## config.mk

```make
export PLATFORM = sky130hd
export DESIGN_NAME = int_ctrl_s
export DESIGN_NICKNAME = d
export VERILOG_FILES = /design/src/rtl/int_ctrl_s.sv
export SDC_FILE = /design/constraint.sdc
export NUM_CORES = 1
export LEC_CHECK = 0
export BUFFER_PORTS_ARGS = -buffer_cell sky130_fd_sc_hd__buf_2
export CAP_MARGIN = 40
export CORE_MARGIN = 2
export CORE_UTILIZATION = 50
export DETAILED_ROUTE_END_ITERATION = 8
export PLACE_DENSITY = 0.77
export SYNTH_ARGS = -nofsm -noshare
export SYNTH_HDL_FRONTEND = slang
export SYNTH_SLANG_ARGS = --single-unit
```

## constraint.sdc

```tcl
create_clock -name clk -period 3.9 [get_ports clk]
set_input_delay 0.195 -clock clk [delete_from_list [all_inputs] [get_ports clk]]
set_output_delay 0.195 -clock clk [all_outputs]
set_load 0.1 [all_outputs]
```

## src/rtl/int_ctrl_s.sv

```systemverilog
// Interrupt controller: masked fixed-priority arbitration, vectored CPU request, ack/clear pulses.
// Optional INTC_SPURIOUS_CNT_EN adds a saturating withdrawn-request counter at offset 6.
module int_ctrl_s #(
    parameter int unsigned ADDRESS           = 0,
    parameter int unsigned BUS_ADDR_DATA_LEN = 16,
    parameter int unsigned NR_INT            = 16
) (
    input  logic                         clk,
    input  logic                         rst,
    input  logic [BUS_ADDR_DATA_LEN-1:0] addr,
    input  logic                         wr,
    input  logic                         rd,
    input  logic [7:0]                   bus_in,
    output logic [7:0]                   bus_out,
    output logic                         req_bus,
    input  logic [NR_INT-1:0]            int_in,
    output logic [NR_INT-1:0]            int_rst,
    output logic                         int_req,
    output logic [4:0]                   int_vect,
    input  logic                         int_ack,
    input  logic                         reti
);

    localparam int unsigned AW1 = BUS_ADDR_DATA_LEN + 1;
    localparam logic [AW1-1:0] WIN_LO = AW1'(ADDRESS);
    localparam logic [AW1-1:0] WIN_HI = AW1'(ADDRESS + 8);

    typedef enum logic [1:0] {S_IDLE, S_REQ, S_SVC} state_t;

    state_t            state;
    logic              gie;
    logic              busy;
    logic [4:0]        cur_idx;
    logic [NR_INT-1:0] mask_r;

    logic [2:0]        off;
    logic              we;
    logic [15:0]       mask16;
    logic [15:0]       mask_wr16;
    logic [15:0]       pend16;
    logic [NR_INT-1:0] eligible;
    logic [15:0]       elig16;
    logic [4:0]        win_idx;
    logic [15:0]       ack_oh;
    logic              withdraw;
    logic [7:0]        spur_rd;

    assign off      = addr[2:0];
    assign req_bus  = (AW1'(addr) >= WIN_LO) && (AW1'(addr) < WIN_HI);
    assign we       = wr && req_bus;
    assign mask16   = 16'(mask_r);
    assign pend16   = 16'(int_in);
    assign eligible = int_in & mask_r & {NR_INT{gie}};
    assign elig16   = 16'(eligible);
    assign ack_oh   = 16'(1) << cur_idx[3:0];
    assign withdraw = (state == S_REQ) && !int_ack && !elig16[cur_idx[3:0]];

    // Lowest set index wins; scan downward so the last hit is the winner.
    always_comb begin
        win_idx = '0;
        for (int i = int'(NR_INT) - 1; i >= 0; i--) begin
            if (eligible[i]) win_idx = 5'(i);
        end
    end

    always_comb begin
        mask_wr16 = mask16;
        if (we && off == 3'd2) mask_wr16[7:0]  = bus_in;
        if (we && off == 3'd3) mask_wr16[15:8] = bus_in;
    end

    always_comb begin
        bus_out = 8'h00;
        if (req_bus && rd) begin
            case (off)
                3'd0:    bus_out = {7'b0, gie};
                3'd1:    bus_out = {busy, 2'b00, cur_idx};
                3'd2:    bus_out = mask16[7:0];
                3'd3:    bus_out = mask16[15:8];
                3'd4:    bus_out = pend16[7:0];
                3'd5:    bus_out = pend16[15:8];
                3'd6:    bus_out = spur_rd;
                default: bus_out = 8'h00;
            endcase
        end
    end

    // Registers and the request/service state machine; arbitration sees pre-write register values.
    always_ff @(posedge clk or negedge rst) begin
        if (!rst) begin
            state    <= S_IDLE;
            gie      <= 1'b0;
            mask_r   <= '0;
            busy     <= 1'b0;
            cur_idx  <= '0;
            int_req  <= 1'b0;
            int_vect <= '0;
            int_rst  <= '0;
        end else begin
            int_rst <= '0;
            mask_r  <= mask_wr16[NR_INT-1:0];
            if (we && off == 3'd0) gie <= bus_in[0];
            case (state)
                S_IDLE: begin
                    if (|eligible) begin
                        cur_idx  <= win_idx;
                        int_vect <= win_idx + 5'd1;
                        int_req  <= 1'b1;
                        state    <= S_REQ;
                    end
                end
                S_REQ: begin
                    if (int_ack) begin
                        int_rst  <= ack_oh[NR_INT-1:0];
                        int_req  <= 1'b0;
                        int_vect <= '0;
                        busy     <= 1'b1;
                        state    <= S_SVC;
                    end else if (withdraw) begin
                        int_req  <= 1'b0;
                        int_vect <= '0;
                        cur_idx  <= '0;
                        state    <= S_IDLE;
                    end
                end
                S_SVC: begin
                    if (reti) begin
                        busy    <= 1'b0;
                        cur_idx <= '0;
                        state   <= S_IDLE;
                    end
                end
                default: state <= S_IDLE;
            endcase
        end
    end

`ifdef INTC_SPURIOUS_CNT_EN
    logic [7:0] spur_cnt;

    always_ff @(posedge clk or negedge rst) begin
        if (!rst) begin
            spur_cnt <= '0;
        end else if (we && off == 3'd6) begin
            spur_cnt <= '0;
        end else if (withdraw && spur_cnt != 8'hFF) begin
            spur_cnt <= spur_cnt + 8'd1;
        end
    end

    assign spur_rd = spur_cnt;
`else
    assign spur_rd = 8'h00;
`endif

endmodule

```

# After elaboration in Yosys (flattened, before gate mapping)
# Cells that the tools add are included.
[totals] regBits=47 in_bits=46 output_inout_bits=31 word_cells=89
[op_classes] n_addsub=1 magnitude_cmp=2 eq_ne=13 n_shift=1 muxes=42 bitwise_logic=2 n_reduce_logical=19
[op_table] cell="5-bit 2-to-1 mux" n=19
[op_table] cell="8-bit case mux with 6 select lines" n=1
[op_table] cell="16-bit AND" n=2
[op_table] cell="16-bit 2-to-1 mux" n=2
[op_table] cell="16-bit by 4-bit < comparator with 1-bit output, second input constant" n=1
[op_table] cell="16-bit OR reduction" n=1
[op_table] cell="1-bit by 4-bit left shift with 16-bit output, first input constant" n=1
[op_table] cell="5-bit case mux with 3 select lines" n=1
[op_table] cell="4-bit 2-to-1 mux" n=3
[op_table] cell="2-bit != test, second input constant" n=5
[op_table] cell="5-bit case mux with 2 select lines" n=1
[op_table] cell="3-bit AND reduction" n=3
[op_table] cell="2-bit 2-to-1 mux" n=4
[op_table] cell="8-bit 2-to-1 mux" n=1
[op_table] cell="1-bit logical AND" n=7
[op_table] cell="3-bit by 2-bit equality test with 1-bit output, second input constant" n=2
[op_table] cell="3-bit equality test, second input constant" n=2
[op_table] cell="1-bit 2-to-1 mux" n=6
[op_table] cell="2-bit case mux with 3 select lines" n=1
[op_table] cell="5-bit by 1-bit adder with 5-bit output, second input constant" n=1
[op_table] cell="4-bit by 5-bit < comparator with 1-bit output, second input constant" n=1
[op_table] cell="5-bit AND reduction" n=1
[op_table] cell="1-bit binary-select mux with 4-bit select" n=1
[op_table] cell="1-bit case mux with 2 select lines" n=2
[op_table] cell="other kinds (9)" n=11

# Depth between registers and ports, before layout
[logic_depth] word_depth=21 mapped_depth=9 depth_no_buf=9

# Least setup slack after synthesis
# OpenSTA, ideal clock, no wires.
[synth_timing] kind="input to output" from="input port addr[14]" to="output port bus_out[1]" arrival_ns=4.275 required_time_ns=3.705 setup_slack_ns=-0.570 stages=5 path_buffers=0 path_cell_list="or4_1 nor4_2 nand2_1 a21o_1 nor2_1"
[synth_between] elab_chain_cells=3
[synth_lines] element="from (decl)" line="10" rtl="input logic [BUS_ADDR_DATA_LEN-1:0] addr,"
[synth_lines] element="16-bit by 4-bit < comparator with 1-bit output" line="49" rtl="assign req_bus = (AW1'(addr) >= WIN_LO) && (AW1'(addr) < WIN_HI);"
[synth_lines] element="via req_bus" line="15" rtl="output logic req_bus,"
[synth_lines] element="1-bit logical AND" line="74" rtl="if (req_bus && rd) begin"
[synth_lines] element="8-bit 2-to-1 mux" line="74"
[synth_lines] element="to (decl)" line="14" rtl="output logic [7:0] bus_out,"
# The timed path passes the listed nets, and every way through them passes these cells.

# Final worst setup path
[layout_timing] from="register cur_idx[1]" to="register int_vect[1]"
[layout_between] elab_chain_cells=6
[layout_lines] element="from (decl)" line="33" rtl="logic [4:0] cur_idx;"
[layout_lines] element="from (signal assigned)" line="106" rtl="cur_idx <= win_idx;"
[layout_lines] element="1-bit binary-select mux with 4-bit select" line="56" rtl="assign withdraw = (state == S_REQ) && !int_ack && !elig16[cur_idx[3:0]];"
[layout_lines] element="1-bit 2-to-1 mux (not written as such)" line="56"
[layout_lines] element="1-bit logical NOT" line="56"
[layout_lines] element="1-bit logical AND" line="56"
[layout_lines] element="3-bit != test (no source line)"
[layout_lines] element="3-bit AND reduction (no source line)"
[layout_lines] element="to (signal assigned)" line="107" rtl="int_vect <= win_idx + 5'd1;"
[layout_lines] element="to (decl)" line="19" rtl="output logic [4:0] int_vect,"
# Every way passes these cells. The select of a mux whose other input is x is not followed.
# A chain may end at the register's enable or synchronous reset.

==> results.md <==
Min path:
- The worst hold path was traced through 2 stages.
- The worst hold path belongs to the class in -> reg.
- The startpoint of the worst hold path is bus_in[2].
- The terminating pin of the worst hold path is mask16[10].

CTS:
- TritonCTS built the clock tree.
- The maximum level of the CTS H-tree is 2.
- The number of buffers inserted for hold repair after clock tree synthesis is 1.
- Once the clock tree was built, the resizer swapped 0 gates to a different size.
- In this run, CTS created clock tree buffers numbering 5.
- The clock insertion delay at the later pin of the skew report is 0.31 ns.
- The clock passes through at most 2 buffers.
- The clock root buffer is clkbuf_8.
- The post-CTS setup-driven buffer insertion count is 0.
- The clock sink total is 46.
- Clock-pin slew was measured on the worst setup and hold paths at 0.09 ns.

Critical path:
- In this run the critical register-to-register path is launched from cur_idx[1].
- By startpoint and endpoint, the worst setup path is classified as reg -> reg.
- At the worst endpoint, the required time is approximately 4 ns.
- The data arrival at the endpoint of the critical path is 2.79 ns.
- STA classifies the critical path startpoint as a flip-flop.
- The capturing element type of the critical path is a flip-flop.
- For the worst flop-to-flop path, the logic depth is 5.
- The largest single stage delay on the critical path is 0.74 ns.
- The largest driver fanout on the critical path is 14.
- Setup slack on the worst reg-to-reg path comes out at 1.26 ns.
- The endpoint identified for the worst register-to-register timing path is int_vect[1].
- The largest individual stage delay along the critical path comes from the cell o221ai_1.
- The critical path goes through mux4_1 -> o22ai_1 -> a41oi_2 -> o221ai_1 -> o21ai_0.

Yosys:
- Sequential elements use 43.54% of the synthesized area.
- The main combinational cell family by area after synthesis is simple AND/OR/NAND/NOR gates.
- The mux share of post-synthesis cell area is 17.23%.
- The average size of a mapped cell is 9.865 µm².
- The net count after synthesis is about 320.
- The synthesized design contains 46 register bits.
- The cell count after synthesis is about 270.
- The fraction of the mapped netlist area in simple logic gates is 19.07%.
- The synthesized-area fraction occupied by xor and xnor cells is 0.6626%.
- The post-synthesis compound-gate area fraction is between 10 and 15%.
- The number of different library cells in the post-synthesis netlist is 51.
- Yosys printed 0 warnings.
- The post-synthesis cell area is 0.002644 mm².
- The synthesized netlist devotes 2.366% of its cell area to adder and majority cells.

Global routing:
- The remaining global-route overflow is 0.
- The first global-routing pass estimated 10.47 mm of wire.
- The pin count of the biggest net entering global routing is 27.
- The total track usage is 21.92%.
- The initial antenna violation count is 0.
- The number of global-route vias before repair is about 2,300.

Route:
- The detailed-router iteration count before antenna repair is 4.
- Wires add up to 6.046 mm.
- The first routing iteration left 158 violations.
- The number of routed nets with antenna violations is 0.
- The per-cell via count in the routed design is 5.564.
- After detailed routing, the number of remaining DRC violations is 0.
- The wire length per cell after detailed routing is around 15 µm.
- The routed layout has 2,298 vias.

Pwr:
- The internal power component is about 0.74 mW.
- The net load switching power is 0.4430 mW.
- For this design the ratio of total power to cell area is 370.5 mW/mm².
- VDD sags by at most 0.0002487 V.
- The fraction of power spent switching nets is 37.43%.
- Of the total power, registers draw between 40% and 50%.
- Per report_power, the clock group accounts for between 20% and 30% of the total.
- The share of total power in combinational logic is a little under a third.
- The standby leakage power is 1.562 nW.

Timing:
- The worst relative slew slack is 41.73%.
- The share of the clock period used by the worst path is 67.74%.
- Across the routed clock network, the largest skew measured is 0.008034 ns.
- Subtracting the final worst setup slack from the clock period gives 2.642 ns.
- The final-report max-slew violation count is 0.
- The setup total negative slack is 0 ns.
- Setup repair after global routing left no endpoint under its margin.
- Setup slack closes at 1.258 ns.
- The highest achievable clock rate is 378.5 MHz.
- The total count of hold-check failures in the final report came to 0.
- For the pin with the worst max-slew slack, the measured transition is around 0.9 ns.
- Setup violations remaining at the end of the flow were counted as 0.

Flow run:
- The max capacitance violation total is 0.

Final layout:
- The number of nets in the layout is 393.
- The ratio of cells with drive above 1 in the final layout is 33.53%.
- In the final layout, flip-flops and latches occupy 0.001151 mm².
- From synthesis to final layout, the design area changed by 20.82%.
- The diode insertion count for antenna repair is 0.
- The filler cells instantiated in the layout total 460.
- Summing all multi-input logic gate instances after layout gives 0.001414 mm².
- The library cells used most frequently in the layout, excluding fill and tap cells, are buf_2 (76), dfrtp_1 (46), nand2_1 (41).
- The library cell used most frequently in the layout, excluding fill and tap cells, is buf_2.

Floorplanning:
- From left edge to right edge, the die measures 76.72 µm.
- The die outline height is 76.72 µm.
- The total area inside the core boundary comes to a little over 0.005 mm².
- Once the floorplan was initialized, standard cells occupied 51.76% of the core.
- The die covers 0.005885 mm².
- In this run the core area contains 26 standard-cell rows.
- The top-level I/O count is 77.

Status:
- The run finished with clean final reports.

Placement:
- Prior to clock tree synthesis, the placed netlist has a worst setup slack of 1.285 ns.
- Detailed placement ended at an HPWL of between 4 and 5 mm.
- The number of input and output port buffers inserted is 76.
- The routability-driven placement congestion ratio is 0.9007.
[kinds of logic (layout without fill, tap and decap cells)]
family,after synthesis,count (layout)
xor gates and xnor gates,2,2
buffers and inverters,20,95
and+or+nand+nor,107,107
adders and majority gates,5,5
DFF,46,46
muxes,37,37
AOI/OAI and AO/OA,51,51
[cell type report]
class	instances	area share [%]
Multi-Input combinational cell	202	44.26
Timing Repair Buffer	78	13.08
Clock buffer	5	2.154
Tap cell	70	2.742
Inverter	9	1.058
Sequential cell	46	36.04
Clock inverter	3	0.6659
[synthesized netlist by cell type, drive strengths merged]
cell type	count	area (µm²)
or4b	1	10.01
nand4	2	12.51
o22ai	1	6.260
ha	5	62.56
mux2	23	270.3
clkbuf	4	15.01
o31ai	4	30.03
buf	7	38.78
and2	3	18.77
mux2i	11	110.1
a41oi	1	16.27
nor3	10	50.05
dfrtp	46	1151
nor3b	1	7.510
mux4	3	75.07
a21oi	5	25.02
a32o	1	10.01
a22oi	4	30.03
a311o	1	10.01
nand4b	1	8.760
or3	1	7.510
a21o	1	7.510
a21boi	3	22.52
o21ai	12	60.05
o41ai	1	8.760
o211ai	2	15.01
xor2	2	17.52
or3b	1	8.760
a221o	1	10.01
nor2	26	97.59
o22a	3	26.28
or4	1	7.510
a221oi	5	43.79
nand2b	6	37.54
a31oi	3	18.77
and3b	2	17.52
nor4	2	18.77
nand2	43	166.4
inv	9	33.78
nand3	7	35.03
a211oi	1	7.510
o221ai	2	17.52
[registers in the layout (all words and copies together) (netlist names)]
signal	cells
int_vect	5
gie	1
state	2
cur_idx	4
busy	1
int_req	1
mask16	16
int_rst	16
[critical path, delay by kind of cell, from the launching register on]
| kind | cells | cell delay, ns |
|---|---|---|
| compound gates | 4 | 1.24 |
| flops | 1 | 0.63 |
| mux | 1 | 0.61 |
[power by group through the flow]
stage          Clock, mW  Sequential, mW  Combinational (mW)
2_1_floorplan          0           0.631               0.185
3_3_place_gp           0           0.531               0.359
3_5_place_dp           0           0.533               0.368
4_1_cts            0.301           0.523               0.371
5_1_grt            0.324           0.526               0.400
6_report           0.291           0.523               0.370
[routing by layer]
metal	GRT usage, %	up-vias	part of all wire, %
met5	0	-	0
met4	7.636	0	1.6
met3	4.588	9	6.2
met2	36.14	78	48
met1	28.68	1089	44
li1	-	1122	-
[worst max path at each step]
stage | startpoint | end | slack, ns | depth (start not counted)
floorplan | addr[14] | bus_out[1] | 0.14 | 5
global placement | cur_idx[1] | int_vect[1] | 1.42 | 5
detailed placement | cur_idx[1] | int_vect[1] | 1.29 | 5
finish | cur_idx[1] | int_vect[1] | 1.26 | 5
CTS | cur_idx[1] | int_vect[1] | 1.27 | 5
global route | cur_idx[1] | int_vect[1] | 1.0 | 5
[metrics by stage]
step | util (%) | power [mW] | std cells | cell area (µm²) | hold WS (ns)
final | 62.54 | 1.183 | 413 | 3194 | 0.1223
after global routing | 62.54 | 1.251 | 413 | 3194 | 0.1294
after CTS | 62.54 | 1.195 | 413 | 3194 | 0.1220
after detailed placement | 60.58 | 0.9015 | 404 | 3094 | 0.1980
after global placement | 60.04 | 0.8899 | 403 | 3067 | 0.3974
after floorplan | - | 0.8161 | 268 | 2653 | -0.1006
Power figures use the tool's default switching activity.
